[src/rtl/sd_arbiter.sv]
// sd_arbiter: round-robin arbiter sharing one SD block port between two requesters.
module sd_arbiter #(
  parameter logic [23:0] TIMEOUT = 24'd10000000
) (
  input  logic        clk_sys,
  input  logic        reset,
  input  logic [1:0]  req_rd,
  input  logic [1:0]  req_wr,
  input  logic [31:0] req_lba0,
  input  logic [31:0] req_lba1,
  output logic [1:0]  req_busy,
  output logic [1:0]  req_done,
  output logic [1:0]  req_err,
  input  logic [7:0]  buff_din0,
  input  logic [7:0]  buff_din1,
  output logic [1:0]  buff_wr,
  output logic [31:0] sd_lba,
  output logic        sd_rd,
  output logic        sd_wr,
  input  logic        sd_ack,
  input  logic        sd_buff_wr,
  output logic [7:0]  sd_buff_din
);
  typedef enum logic [2:0] {IDLE, ISSUE, XFER, RELEASE, DONE} state_t;
  state_t state, state_nxt;
  logic grant, last, op, ack_s, pick, timeout;
  logic [23:0] cnt;
  logic [1:0] ack_q, pend, gmask;
  assign ack_s   = ack_q[1];
  assign pend    = req_rd | req_wr;
  assign pick    = &pend ? ~last : pend[1];
  assign gmask   = grant ? 2'b10 : 2'b01;
  assign timeout = state == ISSUE && !ack_s && cnt == TIMEOUT - 24'd1;
  always_comb begin
    state_nxt = state;
    case (state)
      IDLE:    state_nxt = |pend ? ISSUE : IDLE;
      ISSUE:   state_nxt = ack_s ? XFER : timeout ? IDLE : ISSUE;
      XFER:    state_nxt = ack_s ? XFER : RELEASE;
      RELEASE: state_nxt = DONE;
      default: state_nxt = IDLE;
    endcase
  end
  always_ff @(posedge clk_sys or posedge reset) begin
    if (reset) begin
      state  <= IDLE;
      last   <= 1'b1;
      grant  <= 1'b0;
      op     <= 1'b0;
      sd_lba <= '0;
      cnt    <= '0;
      ack_q  <= '0;
    end else begin
      state <= state_nxt;
      ack_q <= {ack_q[0], sd_ack};
      if (state == IDLE && |pend) begin
        grant  <= pick;
        sd_lba <= pick ? req_lba1 : req_lba0;
        op     <= ~req_rd[pick];
        cnt    <= '0;
      end else if (state == ISSUE && cnt != 24'hFFFFFF) begin
        cnt <= cnt + 24'd1;
      end
      if (timeout || state == DONE) last <= grant;
    end
  end
  // op=1 means write; read wins when a requester asks for both
  assign req_busy    = state != IDLE ? gmask : 2'b00;
  assign req_done    = state == DONE ? gmask : 2'b00;
  assign req_err     = timeout ? gmask : 2'b00;
  assign sd_rd       = state == ISSUE && !op;
  assign sd_wr       = state == ISSUE && op;
  assign buff_wr     = sd_buff_wr && (state inside {ISSUE, XFER, RELEASE}) ? gmask : 2'b00;
  assign sd_buff_din = grant ? buff_din1 : buff_din0;
endmodule

[config.mk]
export PLATFORM = sky130hd
export DESIGN_NAME = sd_arbiter
export DESIGN_NICKNAME = d
export VERILOG_FILES = /design/src/rtl/sd_arbiter.sv
export SDC_FILE = /design/constraint.sdc
export NUM_CORES = 1
export LEC_CHECK = 0
export CAP_MARGIN = 20
export CORE_MARGIN = 3
export CORE_UTILIZATION = 47
export DETAILED_ROUTE_END_ITERATION = 10
export PLACE_DENSITY_LB_ADDON = 0.1
export SLEW_MARGIN = 10
export SYNTH_ARGS = -nofsm -noshare
export SYNTH_HDL_FRONTEND = slang
export SYNTH_SLANG_ARGS = --single-unit
[constraint.sdc]
create_clock -name clk_sys -period 4.5 [get_ports clk_sys]
set_clock_uncertainty 0.15 [all_clocks]
set_input_delay 0.675 -clock clk_sys [delete_from_list [all_inputs] [get_ports clk_sys]]
set_output_delay 0.675 -clock clk_sys [all_outputs]
set_load 0.01 [all_outputs]
# Word-level counts from Yosys, hierarchy flattened
# Index checks and enable logic that the tools add are counted.
[op_classes]
add_sub_neg = 1
mul = 0
n_div = 0
n_lt_le_gt_ge = 1
n_eq_ne = 6
shifts = 0
n_mux = 17
bitwise_logic = 3
n_reduce_logical = 16
[op_table]
columns = ["cell", "count"]
rows = [
  ["$mux 24", 2],
  ["$mux 32", 1],
  ["$add 24x1->24 const B", 1],
  ["$eq 24x24->1 const B", 1],
  ["$ne 24x24->1 const B", 1],
  ["$mux 2", 6],
  ["$pmux 3 s4", 1],
  ["$mux 8", 1],
  ["$logic_and 1x1->1", 7],
  ["$eq 3x2->1 const B", 2],
  ["$mux 1", 6],
  ["$reduce_bool 3->1", 2],
  ["$eq 3x1->1 const B", 1],
  ["$eq 3x3->1 const B", 1],
  ["$logic_not 3->1", 1],
  ["$logic_not 1->1", 2],
  ["$lt 1x2->1 const B", 1],
  ["$not 1->1", 2],
  ["$or 2x2->2", 1],
  ["$reduce_and 2->1", 1],
  ["$reduce_bool 2->1", 1],
  ["$reduce_or 2->1", 1],
  ["$logic_or 1x1->1", 1],
]
[totals]
reg_bits = 64
latch_bits = 0
ramBits = 0
romBits = 0
in_bits = 88
word_cells = 51
n_memories = 0

# Longest topological paths before layout
[logic_depth]
word_depth = 6
ltp_mapped = 7
depth_no_buf = 6

# Least setup slack after synthesis
# Ideal clock, no wire load.
[synth_timing]
kind = "register to output"
start = "register cnt[0]"
end = "output req_err[0]"
arrival_ps = 1553
t_required_ps = 3675
setup_slack_ps = 2122
path_stages_with_launch = 7
n_path_buf = 0
cell_sequence = "dfrtp_1 > ha_1 > and4_1 > nand3_1 > nor4_1 > nand2_1 > nor2_1"
[synth_between]
elab_chain_len = 3
[synth_rtl]
columns = ["item", "line_no", "source"]
rows = [
  ["start, declared", "27", "logic [23:0] cnt;"],
  ["start signal, assigned", "62", "cnt <= cnt + 24'd1;"],
  ["$eq 24x24->1", "33", "assign timeout = state == ISSUE && !ack_s && cnt == TIMEOUT - 24'd1;"],
  ["$logic_and 1x1->1", "33", ""],
  ["$mux 2", "70", "assign req_err = timeout ? gmask : 2'b00;"],
  ["end, declared", "13", "output logic [1:0] req_err,"],
]
# Every way passes these cells.

# Worst setup path in the final report
# Same ends and word-level chain as after synthesis.

==> flow_summary.toml <==
[outcome]
status = "finished, final reports clean"

[cts]
hold_buffers = 0
clk_latency_ns = 0.33
cts_root_buf = "clkbuf_8"
htreeDepth = 3
tritoncts = "built"
clkTransAtPathRegs_ns = 0.07
cts_buffers = 9
postCtsSetupBuffers = 0
ctsLongestPathBuffers = 2
clock-sinks = 64
cts_repair_resize_count = 0

[critical_path]
cp_slowest_cell = "clkdlybuf4s50_1"
cpPeakStageDelay_ns = 0.55
timing.critical_path.to_type = "output pin"
crit_arrival_ns = 2.65
timing.critical_path.from_type = "register"
critical_path_class = "register to output pin"
timing.critical_path.cells = "ha_1 > and4_1 > nand3_1 > nor4_1 > nand2_1 > nor2_1 > clkdlybuf4s50_1"
worstPathRequired_ns = 3.67
crit_buf_inv = 1
path_delay_family = "simple AND/OR/NAND/NOR gates"
critPathMaxFanout = 5

[pwr]
peakVddDrop_mv = 0.285
static-leakage-power_uw = 0.00204
cellPowerDensity_mw_per_mm2 = 537

[floorplan]
die_area_sq_mm = 0.00815
placeableCoreArea_sq_mm = 0.00683
die_w_microns = 90.3
placement_rows = 30
floorplan.initialDensity = 0.489
count_of_pins_on_the_block_boundary = 138
die_h_microns = 90.3

[drt]
detailedRoute.firstIterationViolations = 161
wl_per_cell_microns = 15.2
vias = 3006
routed_wirelength_microns = 8800
detail_route.vias_per_cell = 5.18
drt_pre_antenna_iters = 4
route.detailed.drc = 0
final_antenna_net_count = 0

[synth]
synthFlopType = "dfrtp_1"
synth.ff_latch_count = 64
yosysWarningCount = 0
number_of_enable_type_register_cells_in_the_synthesized_netlist = 0
netlist_instances = 347
synth-async-reset-ratio = 1.00
syn_avg_cell_area_sq_um = 9.62
synth_sequential_area_ratio = 0.480
yosys.cell_types.count = 46
yosys.area.top_type = "dfrtp_1"
postSynthNetCount = 436
synth.top_cells.by_area = "dfrtp_1 47%, mux2i_1 9.6%, o21ai_0 6.6%"
synth_largest_type_area_fraction = 0.472
synthesized_cell_area_sq_mm = 0.00334

[final_layout]
drive_gt1_frac = 0.0847
post_layout_nonfiller_instances = 580
final_common_cell = "clkdlybuf4s50_1"
mostFrequentLayoutCells = "137 x clkdlybuf4s50_1, 63 x dfrtp_1, 47 x nand2_1"
areaGrowthSynthToFinish_pct = 50.5
fillerInstances = 538
nNetsFinal = 568
antennaDiodeCount = 0

[placement]
dpl.cell_count = 564
placement.io_buffers = 137
place_congestion = 0.875
place_hpwl_microns = 6650

[timing]
grt_setup_unrepaired = "no"
report.final.slew_viol_count = 0
report.final.setup_viol = 0
maxClockFrequency_mhz = 288
min_period_ns = 3.47
worstMarginPinSlew_ns = 0.805
max_slew_margin = 0.462
finalCritPeriodShare = 0.772
totalNegativeSetupSlack_ns = 0
finalHoldViolations = 0

[run]
max_cap_violations = 0

[grt]
antenna_violations_before_repair = 0
wire_length_of_the_first_global_routing_pass_microns = 14900
track_usage = 0.227
number_of_global_route_vias_before_repair = 2968
grt_max_degree = 46
residual_overflow_from_global_routing = 0

[min_path]
hold_class = "register to register"
-- Yosys cell counts, drive strengths merged (2+ instances only) --
cell / n
a211oi: 4
mux2i: 32
mux2: 9
nor4: 5
nand3: 12
nand4: 5
nor2: 20
xnor2: 3
inv: 9
or2: 2
and2: 3
clkbuf: 15
a21oi: 13
nor3: 5
or4: 3
o21ai: 45
and4: 2
or3: 9
a21boi: 2
nor4b: 2
o31ai: 7
and3: 2
o211ai: 6
xor2: 3
nand2: 48
nor3b: 2
buf: 4
dfrtp: 63
-- path summary, 6_finish.rpt --
check                           depth (start not counted)     start          to  slack (ns)
worst max register to register                          5    cnt[9]      cnt[5]        1.96
worst min-delay path                                    0  ack_q[0]    ack_q[1]        0.21
worst max-delay path                                    7    cnt[0]  req_err[0]        1.03
max in group asynchronous                               3     reset        last        2.63
min in group asynchronous                               2     reset       grant        0.67
worst min register to register                          0  ack_q[0]    ack_q[1]        0.21
-- per-stage QoR --
step	setup slack (ns)	hold WS, ns	power (uW)	util	area [sq um]
3_5_place_dp	1.37	0.189	2130	0.701	4790
3_3_place_gp	1.44	0.189	2090	0.701	4790
5_1_grt	0.778	0.221	2890	0.736	5020
6_report	1.03	0.205	2700	0.736	5020
4_1_cts	1.00	0.208	2730	0.736	5020
2_1_floorplan	2.08	0.181	1530	-	3340
-- flip-flops by register name (all words and copies together) (netlist names) --
register	count
ack_q	2
cnt	24
grant	1
last	1
op	1
sd_lba	32
state	3
-- cell type report --
class | instances | area (sq um) | area share
sequential | 64 | 1600 | 0.319
inverter | 9 | 33.8 | 0.00672
timing repair buffer | 140 | 1390 | 0.277
clock inverter | 6 | 108 | 0.0214
tap | 96 | 120 | 0.0239
clock buffer | 10 | 128 | 0.0254
multi-input combinational | 255 | 1640 | 0.326
-- cells by family after synthesis --
kind of cell | synth area share
XOR/XNOR | 0.0157
AO/OA/AOI/OAI | 0.148
multiplexers | 0.126
buffers and inverters | 0.0330
flip-flops | 0.480
AND/OR/NAND/NOR | 0.193
adder cells (fa/ha/maj) | 0.00375
-- power breakdown --
group          total (uW)  internal, uW  switching (uW)
registers             903           762             141
logic                1200           615             586
clock network         593           366             227
total                2700          1740             954
-- metal layers --
metal	routed length [microns]	track usage	up-vias
met1	3570	0.275	1395
met2	4590	0.390	85
li1	-	-	1513
met4	130	0.0599	0
met5	0	0	-
met3	518	0.0725	13
Note: power is estimated with default switching activity, not from simulation.
